<file path="src/rtl/dfe_cfg_pkg.sv">
// Shared types and helpers for the DFE configuration sequencer: state encoding,
// legal CIC decimation factors and factor arithmetic.
package dfe_cfg_pkg;

  typedef enum logic [2:0] {
    ST_RUN,
    ST_DRAIN,
    ST_FLUSH,
    ST_LOAD,
    ST_SETTLE
  } seq_state_e;

  localparam logic [4:0] FACTOR_1  = 5'd1;
  localparam logic [4:0] FACTOR_2  = 5'd2;
  localparam logic [4:0] FACTOR_4  = 5'd4;
  localparam logic [4:0] FACTOR_8  = 5'd8;
  localparam logic [4:0] FACTOR_16 = 5'd16;

  function automatic logic factor_is_legal(input logic [4:0] factor);
    return factor inside {FACTOR_1, FACTOR_2, FACTOR_4, FACTOR_8, FACTOR_16};
  endfunction

  // Only meaningful for legal factors; anything else maps to 0.
  function automatic logic [2:0] factor_log2(input logic [4:0] factor);
    logic [2:0] result;
    result = 3'd0;
    case (factor)
      FACTOR_2:  result = 3'd1;
      FACTOR_4:  result = 3'd2;
      FACTOR_8:  result = 3'd3;
      FACTOR_16: result = 3'd4;
      default:   result = 3'd0;
    endcase
    return result;
  endfunction

endpackage

</file>
<file path="src/rtl/dfe_seq_down_counter.sv">
// Loadable down-counter that stops at zero; shared by the flush, settle and
// drain-timeout phases of the configuration sequencer.
module dfe_seq_down_counter #(
  parameter int W         = 9,
  parameter int RESET_VAL = 8
) (
  input  logic         CLK,
  input  logic         RST,
  input  logic         i_load,
  input  logic [W-1:0] i_load_val,
  input  logic         i_dec,
  output logic         o_zero,
  output logic         o_one
);

  logic [W-1:0] r_count;

  // NOTE: sequential state uses non-blocking assignments so every register
  // samples pre-edge values, independent of block ordering.
  always_ff @(posedge CLK) begin
    if (!RST) begin
      r_count <= W'(RESET_VAL);
    end else if (i_load) begin
      r_count <= i_load_val;
    end else if (i_dec && (r_count != '0)) begin
      r_count <= r_count - 1'b1;
    end
  end

  assign o_zero = (r_count == '0);
  assign o_one  = (r_count == W'(1));

endmodule

</file>
<file path="src/rtl/dfe_cfg_sequencer.sv">
// Glitch-free run-time reconfiguration of the DFE chain: stop, drain, flush, load,
// settle, release. Optional drain timeout is enabled by defining DFE_SEQ_TIMEOUT_EN.
module dfe_cfg_sequencer
  import dfe_cfg_pkg::*;
#(
  parameter int FLUSH_CYCLES   = 8,
  parameter int SETTLE_BASE    = 16,
  parameter int RESET_FACTOR   = 1,
  parameter int TIMEOUT_CYCLES = 1024
) (
  input  logic       CLK,
  input  logic       RST,
  input  logic       cfg_req,
  input  logic [4:0] cfg_factor,
  input  logic       cfg_enable,
  input  logic       dp_idle,
  output logic       cfg_ack,
  output logic       cfg_err,
  output logic       busy,
  output logic [4:0] CIC_Decimation_Factor,
  output logic       filter_enable,
  output logic       stage_flush,
  output logic       out_gate
);

  localparam int SETTLE_W = $clog2(SETTLE_BASE * 16 + 1);
  localparam int FLUSH_W  = $clog2(FLUSH_CYCLES + 1);
  localparam int TMO_W    = $clog2(TIMEOUT_CYCLES + 1);
  localparam int SF_W     = (SETTLE_W > FLUSH_W) ? SETTLE_W : FLUSH_W;
  localparam int CNT_W    = (SF_W > TMO_W) ? SF_W : TMO_W;

  seq_state_e r_state;
  logic [4:0] r_factor;
  logic [4:0] r_shadow_factor;
  logic       r_shadow_enable;
  logic       r_filter_enable;
  logic       r_stage_flush;
  logic       r_out_gate;
  logic       r_busy;
  logic       r_ack;
  logic       r_err;
  logic       r_armed;
  logic       r_req_seq;
  logic       r_tmo_flag;

  logic             w_legal;
  logic             w_same;
  logic             w_accept;
  logic             w_start;
  logic             w_timeout;
  logic             w_cnt_load;
  logic [CNT_W-1:0] w_cnt_val;
  logic             w_cnt_dec;
  logic             w_cnt_zero;
  logic             w_cnt_one;

  assign w_legal  = factor_is_legal(cfg_factor);
  assign w_same   = (cfg_factor == r_factor) && (cfg_enable == r_filter_enable);
  // A request is taken only in RUN and only after cfg_req has been seen low.
  assign w_accept = (r_state == ST_RUN) && cfg_req && r_armed;
  assign w_start  = w_accept && w_legal && !w_same;

`ifdef DFE_SEQ_TIMEOUT_EN
  assign w_timeout = (r_state == ST_DRAIN) && !dp_idle && w_cnt_one;
`else
  assign w_timeout = 1'b0;
`endif

  // NOTE: every signal written here gets a default first, so no path leaves
  // it unassigned and no latch is inferred.
  always_comb begin
    w_cnt_load = 1'b0;
    w_cnt_val  = '0;
    w_cnt_dec  = 1'b0;
    case (r_state)
      ST_RUN: begin
`ifdef DFE_SEQ_TIMEOUT_EN
        if (w_start) begin
          w_cnt_load = 1'b1;
          w_cnt_val  = CNT_W'(TIMEOUT_CYCLES);
        end
`endif
      end
      ST_DRAIN: begin
        if (dp_idle || w_timeout) begin
          w_cnt_load = 1'b1;
          w_cnt_val  = CNT_W'(FLUSH_CYCLES);
        end else begin
          w_cnt_dec = 1'b1;
        end
      end
      ST_FLUSH:  w_cnt_dec = 1'b1;
      ST_LOAD: begin
        w_cnt_load = 1'b1;
        w_cnt_val  = CNT_W'(SETTLE_BASE) << factor_log2(r_shadow_factor);
      end
      ST_SETTLE: w_cnt_dec = 1'b1;
      default:   w_cnt_dec = 1'b0;
    endcase
  end

  dfe_seq_down_counter #(
    .W        (CNT_W),
    .RESET_VAL(FLUSH_CYCLES)
  ) u_counter (
    .CLK       (CLK),
    .RST       (RST),
    .i_load    (w_cnt_load),
    .i_load_val(w_cnt_val),
    .i_dec     (w_cnt_dec),
    .o_zero    (w_cnt_zero),
    .o_one     (w_cnt_one)
  );

  always_ff @(posedge CLK) begin
    if (!RST) begin
      r_state         <= ST_FLUSH;
      r_factor        <= 5'(RESET_FACTOR);
      r_shadow_factor <= 5'(RESET_FACTOR);
      r_shadow_enable <= 1'b1;
      r_filter_enable <= 1'b0;
      r_stage_flush   <= 1'b0;
      r_out_gate      <= 1'b0;
      r_busy          <= 1'b1;
      r_ack           <= 1'b0;
      r_err           <= 1'b0;
      r_armed         <= 1'b1;
      r_req_seq       <= 1'b0;
      r_tmo_flag      <= 1'b0;
    end else begin
      r_ack <= 1'b0;
      r_err <= 1'b0;
      if (!cfg_req) r_armed <= 1'b1;

      case (r_state)
        ST_RUN: begin
          if (w_accept) begin
            r_armed <= 1'b0;
            if (!w_legal) begin
              r_ack <= 1'b1;
              r_err <= 1'b1;
            end else if (w_same) begin
              r_ack <= 1'b1;
            end else begin
              r_shadow_factor <= cfg_factor;
              r_shadow_enable <= cfg_enable;
              r_filter_enable <= 1'b0;
              r_out_gate      <= 1'b0;
              r_busy          <= 1'b1;
              r_req_seq       <= 1'b1;
              r_tmo_flag      <= 1'b0;
              r_state         <= ST_DRAIN;
            end
          end
        end
        ST_DRAIN: begin
          if (dp_idle || w_timeout) begin
            if (w_timeout) r_tmo_flag <= 1'b1;
            r_state <= ST_FLUSH;
          end
        end
        ST_FLUSH: begin
          if (w_cnt_zero) begin
            r_stage_flush <= 1'b0;
            r_state       <= ST_LOAD;
          end else begin
            r_stage_flush <= 1'b1;
          end
        end
        ST_LOAD: begin
          r_factor        <= r_shadow_factor;
          r_filter_enable <= r_shadow_enable;
          r_state         <= ST_SETTLE;
        end
        ST_SETTLE: begin
          // Leave as the counter reaches zero so settle lasts SETTLE_BASE*factor cycles.
          if (w_cnt_one) begin
            r_out_gate <= 1'b1;
            r_busy     <= 1'b0;
            r_ack      <= r_req_seq;
            r_err      <= r_req_seq && r_tmo_flag;
            r_req_seq  <= 1'b0;
            r_state    <= ST_RUN;
          end
        end
        default: r_state <= ST_FLUSH;
      endcase
    end
  end

  assign cfg_ack               = r_ack;
  assign cfg_err               = r_err;
  assign busy                  = r_busy;
  assign CIC_Decimation_Factor = r_factor;
  assign filter_enable         = r_filter_enable;
  assign stage_flush           = r_stage_flush;
  assign out_gate              = r_out_gate;

endmodule

</file>
<file path="config.mk">
export PLATFORM = sky130hd
export DESIGN_NAME = dfe_cfg_sequencer
export DESIGN_NICKNAME = d
export VERILOG_FILES = /design/src/rtl/dfe_cfg_pkg.sv /design/src/rtl/dfe_seq_down_counter.sv /design/src/rtl/dfe_cfg_sequencer.sv
export SDC_FILE = /design/constraint.sdc
export NUM_CORES = 1
export LEC_CHECK = 0
export ABC_AREA = 1
export CAP_MARGIN = 20
export CORE_MARGIN = 2
export CORE_UTILIZATION = 50
export CTS_CLUSTER_SIZE = 14
export DETAILED_ROUTE_END_ITERATION = 16
export PLACE_DENSITY = 0.72
export SETUP_SLACK_MARGIN = 0.15
export SYNTH_ARGS = -nofsm -noshare
export SYNTH_HDL_FRONTEND = slang
export SYNTH_SLANG_ARGS = --single-unit
</file>
<file path="constraint.sdc">
create_clock -name CLK -period 3 [get_ports CLK]
set_clock_uncertainty 0.1 [all_clocks]
set_input_delay 0.75 -clock CLK [delete_from_list [all_inputs] [get_ports CLK]]
set_output_delay 0.75 -clock CLK [all_outputs]
set_load 0.05 [all_outputs]
</file>
==> results of run 1 <==
## cell type report
class	instances	area (um^2)
clock buffers	5	68.82
clock inverters	3	17.52
fillers	368	1431
inverters	42	157.7
multi-input cells	188	1030
flip-flops and latches	33	660.6
well taps	48	60.06
repair buffers	21	207.7
## metrics by stage
step / total power [mW] / cell area (um^2) / hold slack, ns
floorplan: 1.484 / 1883 / 0.3287
global placement: 1.667 / 2116 / 0.3445
detailed placement: 1.678 / 2116 / 0.3534
CTS: 2.016 / 2202 / 0.3664
global route: 2.154 / 2202 / 0.3834
finish: 1.998 / 2202 / 0.3652
## flip-flops by register name, summed over array words and instances (netlist names)
register / flops
CIC_Decimation_Factor: 5
busy: 1
cfg_ack: 1
cfg_err: 1
filter_enable: 1
out_gate: 1
r_armed: 1
r_req_seq: 1
r_shadow_enable: 1
r_shadow_factor: 5
r_state: 3
stage_flush: 1
u_counter.r_count: 11
## power breakdown
part,internal (mW),leakage (nW),switching [mW]
sequential,0.556,0.270,0.0902
clock,0.160,0.0439,0.172
combinational,0.350,0.644,0.671
total,1.07,0.958,0.933
## cell usage in the layout, fill, tap and decap left out, types with 3 or more instances in the layout
master / count
nand2_4: 4
a21oi_1: 19
dfxtp_1: 33
clkbuf_8: 5
ha_1: 3
nor2_1: 27
nand3_1: 20
nand2_2: 10
nand2_1: 51
nor2_2: 5
inv_2: 5
o211ai_1: 3
nand4_1: 6
a21oi_2: 4
inv_1: 36
o21ai_0: 12
clkdlybuf4s50_1: 20
nand3_2: 3
## per-layer routing
| metal | part of all wire [%] | vias to the layer above |
|---|---|---|
| li1 | - | 916 |
| met1 | 50 | 748 |
| met2 | 45 | 27 |
| met3 | 3.8 | 5 |
| met4 | 1.4 | 0 |
| met5 | 0 | - |
## logic make-up (layout without fill, tap and decap cells)
kind of cell / Yosys count / in the layout
fa+ha+maj: 3 / 3
buf+inv: 47 / 71
simple gates: 134 / 134
xor+xnor: 2 / 2
flops: 33 / 33
compound gates: 49 / 49
## path summary, 6_finish.rpt
kind	depth (start not counted)	endpoint	slack [ns]	startpoint
max	1	CIC_Decimation_Factor[1]	0.64	CIC_Decimation_Factor[1]$_SDFFE_PN0P_
min	2	out_gate$_SDFFE_PN0P_	0.37	out_gate$_SDFFE_PN0P_
max reg2reg	7	u_counter.r_count[0]$_SDFFE_PN0P_	1.25	r_state[0]$_SDFFE_PN0P_
min reg2reg	2	out_gate$_SDFFE_PN0P_	0.37	out_gate$_SDFFE_PN0P_
==> results.txt, run 1 <==
The flow ran to the end, and the final reports show no timing, DRC or antenna violations. The number of CTS-inserted buffers came out at 5. 0 antenna diodes ended up in the layout.

Ranked by instance count, the synthesized netlist is headed by nand2_1 (51), inv_1 (36), dfxtp_1 (33). The final critical path time including I/O delays and setup came out at 2.356 ns. CTS saw 33 sinks.

On the critical path, the stage with the largest delay is an instance of clkdlybuf4s50_1. The first detailed-routing pass took 4 iterations. The via total after detailed routing came out at 1696. The register bit count reported by yosys is 33. The maximum clock frequency came out at 0.4245 GHz. After clock tree synthesis, the setup repair step added 0 buffers. The period utilization came out at 78.53%.

The via count of the first global-routing pass was between 1500 and 2000. The synthesized instance count is 268. The end-of-flow core utilization is roughly 61%. The adder-cell share of the synthesized area is 1.993%.

The mean routed wirelength per cell is 11.10 um. The endpoint required time on the critical path came out at 2.15 ns. In the post-synthesis netlist, the biggest area contributors are dfxtp_1 (35%), nand2_1 (10%), inv_1 (7.2%). The number of hold violations in the final report came out at 0. The cell sitting at the root of the clock tree is a clkbuf_8. The remaining antenna violation count came out at 0. The number of vias per cell after detailed routing came out at 4.988.

After synthesis, the largest family of logic cells by area is simple AND/OR/NAND/NOR gates. The number of placed instances with taps included came out at approximately 330. The category of cells accounting for the largest share of critical-path delay is buffers and inverters. In the routed design, unresolved DRC markers number 0.

The async set or reset register ratio after synthesis came out at 0%. Of the synthesized area, sequential elements account for 35.08%. The synthesized-area fraction occupied by and/or/nand/nor cells came out at 35.48%.

The post-detailed-placement half-perimeter wirelength is between 2 and 3 mm. At the end of routability-driven placement, the weighted congestion stood at 0.8223. The CTS H-tree depth came out at 2. The number of slew-limit violations in the final report is 0.

The quantity of hold-fixing buffers added after cts came out at 0. The number of gates resized after CTS is 0. The global routing's busiest layer is met2. The worst setup path is of the reg2out kind. The clock latency at the later pin of the worst-skew pair is 0.29 ns. Prior to clock tree synthesis, the placed netlist has a worst setup slack of between 0.5 and 0.6 ns. The number of buffers and inverters on the critical path is 1. The clock tree from TritonCTS is yes. Dividing total power by cell area gives a power density of 907.3 nW/um^2. The proportion of layout cells with a drive suffix above 1 is 16.78%. In this run, distinct cell masters in the synthesized netlist total 32. The total nets after synthesis is 281.

For this design the static power due to leakage is 0.9579 nW. The die area is 4273 um^2. The endpoint arrival time on the critical path came out at 1.51 ns.

For this run, the slowest stage of the critical path takes 0.83 ns. The number of violations reported at the end of detailed-routing iteration 0 is roughly 120. The first global-routing pass estimated between 6 and 7 mm of wire. Yosys instantiated no cell more often than nand2_1. The number of endpoints failing setup at the final stage came out at 0. The synthesized area per cell is 7.026 um^2. The path type of the worst min-delay path is reg2reg. The final-stage net count came out at 304.

The number of buffers between clock root and the deepest sink came out at 2. The starting density of the core is ~52%. The number of antenna violations at the first check in global routing is 0. The final critical-path setup slack is 0.6442 ns. After floorplanning, the core was divided into 22 placement rows. The proportion of synthesized area in mux cells is 0%. The aggregate global routing overflow is 0.

The slew at the pin closest to its max-slew limit came out at around 0.50 ns. The number of flops mapped to enable cells by yosys is 0. The floorplan step defined a core boundary enclosing about 3600 um^2. The synthesized-area fraction occupied by xor and xnor cells is 0.9302%. The dominant register cell in the synthesized netlist is dfxtp_1. 21 I/O pins were placed. Summing every instance area after synthesis gives roughly 1900 um^2. The kind of capture point of the worst setup path is a primary output.

Setup repair after global routing left no endpoint under its margin. The global routing usage on met2 came out at 31.89%. The met1 capacity usage during global routing came out at 25.35%. The number of buffers inserted by port buffering is 20.

The final-layout setup total negative slack is 0 ns. The cell type with the largest total area after synthesis is dfxtp_1. The maximum number of pins on one net before global-route repair came out at 21. The share of the synthesized area in the top cell type came out at 35.08%. The worst max-slew margin expressed relative to the limit is 66.71%. In this run the vertical extent of the chip is 65.37 um. The worst setup path is launched from a flip-flop. The clock transition time at the flip-flop clock pins of the worst setup and hold paths came out at roughly 0.070 ns.

The tool flagged a number of max-cap violations equal to 0. The total wirelength of the detailed-routed design came out at between 3 and 4 mm. The number of warnings reported in the yosys synthesis log came out at 0.

The floorplan step set the die width to ~65 um. Traced cell by cell, the critical path runs through clkdlybuf4s50_1. The post-layout instance count excluding filler cells came out at 340. VDD sags by at most 0.0004395 V.

The top fanout value on the critical path is 4. The share of the synthesized area in compound gates (AO/OA/AOI/OAI) is 16.28%. The layout overhead on the synthesized area came out at 16.94%. In the global route stage, met3 resource usage came out at 5.651%.

For this run, the total global-route usage over all layers was measured as 19.72%.
No activity file was read; power rests on OpenSTA's default activity.
==> run 2, diff against run 1 <==
==> constraint.sdc (replaced) <==
create_clock -name CLK -period 2.3 [get_ports CLK]
set_clock_uncertainty 0.1 [all_clocks]
set_input_delay 0.575 -clock CLK [delete_from_list [all_inputs] [get_ports CLK]]
set_output_delay 0.575 -clock CLK [all_outputs]
set_load 0.05 [all_outputs]
==> run 2 against run 1 <==
  * Power increased by 31%
  * Final area increased by 1.2%
  * Worst hold slack about the same
  * Final cell count increased by 0.88%
  * Sequential cell count unchanged
  * Combinational power increased by 31%
  * Utilization increased by 0.72 points
  * Register-to-register slack got worse by 0.60 ns
  * Critical path depth unchanged
  * Critical path type unchanged
  * Highest routed layer unchanged
==> results.txt, run 2 (synthesis results as in run 1) <==
The first-pass detailed-route iteration total came out at 4 (unchanged). The end-of-flow core utilization came to 61.33% (+0.72 points). The critical path is of the reg2out type. The total setup buffers inserted after CTS came out at 0 (unchanged).

The number of hold violations in the final report is 0 (unchanged). The proportion of layout cells with a drive suffix above 1 came to 17.63% (+0.85 points). The number of buffers between clock root and the deepest sink came out at 2 (unchanged). The static power due to leakage is 1.031 nW (+7.7%). The root buffer cell chosen for the clock tree is clkbuf_8. The global-route total usage across every layer was 21.33% (+1.6 points). The number of buffers and inverters on the critical path is 1 (unchanged). The overall die width is 65.37 um (unchanged).

The number of vias per cell after detailed routing came out at 5.073 (+1.7%). The worst max-slew margin expressed relative to the limit is 66.60% (-0.11 points). The via total after detailed routing came out at 1740 (+2.6%). The number of buffers inserted by port buffering came out at 20 (unchanged). The maximum clock frequency is 0.4758 GHz.

The aggregate global routing overflow came out at 0 (unchanged). The starting density of the core is 51.83% (unchanged). The post-layout total power is 2.619 mW (+31%). The signal on the critical path passes through clkdlybuf4s50_1. The number of violations reported at the end of detailed-routing iteration 0 was 65 (-44%). The number of primary I/O pins came out at 21 (unchanged).

The maximum number of pins on one net before global-route repair is 21 (unchanged). The number of flip-flops under the largest register name came out at 11 (unchanged). The kind of capture point of the worst setup path is a primary output. The post-detailed-placement half-perimeter wirelength is 2.938 mm (+4.3%).

The worst setup path is launched from a flip-flop. The CTS H-tree depth came out at 2 (unchanged). The core region area came out at 3633 um^2 (unchanged). The min-delay analysis places its worst path in the category reg2reg. The number of CTS-inserted buffers came out at 5 (unchanged). The filler cell count is 379 (+3.0%). The slew at the pin closest to its max-slew limit came to 0.5001 ns (+0.002340 ns). The endpoint arrival time on the critical path came out at 1.43 ns (-0.08 ns).

The final-layout setup total negative slack was 0 ns (unchanged). TritonCTS built the clock tree. The max-capacitance violation count came out at 0 (unchanged).

The biggest cell delay along the critical path came out at 0.80 ns (-0.03 ns). Setup repair after global routing left no endpoint under its margin. The total wirelength of the detailed-routed design was 3.981 mm (+5.5%). The number of rows created at floorplan is 22 (unchanged). The global-route wire length before repair came to 7.031 mm (+7.2%).

The setup slack at placement came out at 0.01678 ns (-0.5697 ns). The number of antenna violations at the first check in global routing is 0 (unchanged). The library cell used most frequently in the layout, excluding fill and tap cells, is nand2_1. The post-layout instance count excluding filler cells came out at 343 (+0.88%).

The number of placed instances with taps included came out at 335 (+0.90%). The slowest cell on the critical path is clkdlybuf4s50_1. The top fanout value on the critical path came out at 2 (-2). The power density over the cells came out at 1175 nW/um^2 (+30%). The layout overhead on the synthesized area came out at 18.34%.

The via count of the first global-routing pass came out at 1619 (+5.7%). The clock transition time at the flip-flop clock pins of the worst setup and hold paths came out at 0.07 ns (about the same). The quantity of hold-fixing buffers added after cts is 0 (unchanged).

The final critical-path setup slack is 0.1981 ns (-0.4461 ns). The number of endpoints failing setup at the final stage came to 0 (unchanged). The final critical path time including I/O delays and setup is 2.102 ns. The final-stage net count came out at 307 (+0.99%).

The number of slew-limit violations in the final report is 0 (unchanged). In the layout the commonest cells are nand2_1 (51), inv_1 (36), dfxtp_1 (33). In this design, the largest share of critical-path delay is due to buffers and inverters.

The worst supply voltage drop on vdd came out at 0.0006214 V (+41%). The register containing the most flip-flops in the final layout is u_counter.r_count. The mean routed wirelength per cell is 11.61 um (+4.6%). The number of sinks driven by the clock tree is 33 (unchanged).

The number of design rule violations left after detail routing was 0 (unchanged). The remaining antenna violation count is 0 (unchanged). The endpoint required time on the critical path came out at 1.62 ns (-0.53 ns). The period utilization is 91.39%. The die outline height came out at 65.37 um (unchanged).

The final antenna diode count is 0 (unchanged). The clock latency at the later pin of the worst-skew pair came out at 0.29 ns (about the same). The flow ran to the end, and the final reports show no timing, DRC or antenna violations.

The global placement routability congestion was 0.8426 (+2.5%). The die area is 4273 um^2 (unchanged).
-- run 2: changes by cell type in the layout (fill, tap and decap cells not counted) --
cell,delta
dlygate4sd2_1,+3
buf_4,+3
clkdlybuf4s50_1,-6
dlymetal6s2s_1,+3
-- run 2: power by group --
group / switching [mW] / total, mW / leakage, nW / internal [mW]
clock network: 0.230 / 0.439 / 0.0439 / 0.209
logic: 0.885 / 1.34 / 0.718 / 0.451
registers: 0.119 / 0.844 / 0.270 / 0.725
total: 1.23 / 2.62 / 1.03 / 1.38
-- run 2: path summary, 6_finish.rpt --
| kind | from | end | slack, ns | cells after the start |
|---|---|---|---|---|
| max | busy$_SDFFE_PN1P_ | busy | 0.20 | 1 |
| min | stage_flush$_SDFFE_PN0P_ | stage_flush$_SDFFE_PN0P_ | 0.37 | 2 |
| max reg2reg | u_counter.r_count[0]$_SDFFE_PN0P_ | u_counter.r_count[4]$_SDFFE_PN0P_ | 0.65 | 9 |
| min reg2reg | stage_flush$_SDFFE_PN0P_ | stage_flush$_SDFFE_PN0P_ | 0.37 | 2 |
-- run 2: through the flow --
stage	hold WS (ns)	instance area, um^2
after floorplan	0.3287	1883
final	0.3654	2228
after global placement	0.3430	2138
after detailed placement	0.3553	2138
after CTS	0.3709	2221
after global routing	0.3891	2228
-- run 2: timing repair --
item,4_1_cts,5_1_grt
cloned,0,0
endpoints found under the setup margin,3,3
gates resized for setup,3,3
-- run 2: metal layers --
layer  vias up  global-route usage, %  routed length, um
li1        921                      -                  -
met5         -                      0                  0
met1       789                  27.85               1950
met4         0                  8.594                 44
met3         4                  5.479                168
met2        26                  33.55               1816
-- run 2: area by class of cell --
| class | count | area, um^2 | area share (%) |
|---|---|---|---|
| clock inverter | 3 | 17.52 | 0.7861 |
| sequential | 33 | 660.6 | 29.65 |
| multi-input combinational | 188 | 1030 | 46.21 |
| inverter | 42 | 157.7 | 7.075 |
| clock buffer | 5 | 68.82 | 3.088 |
| tap | 48 | 60.06 | 2.695 |
| timing repair buffer | 24 | 234.0 | 10.50 |
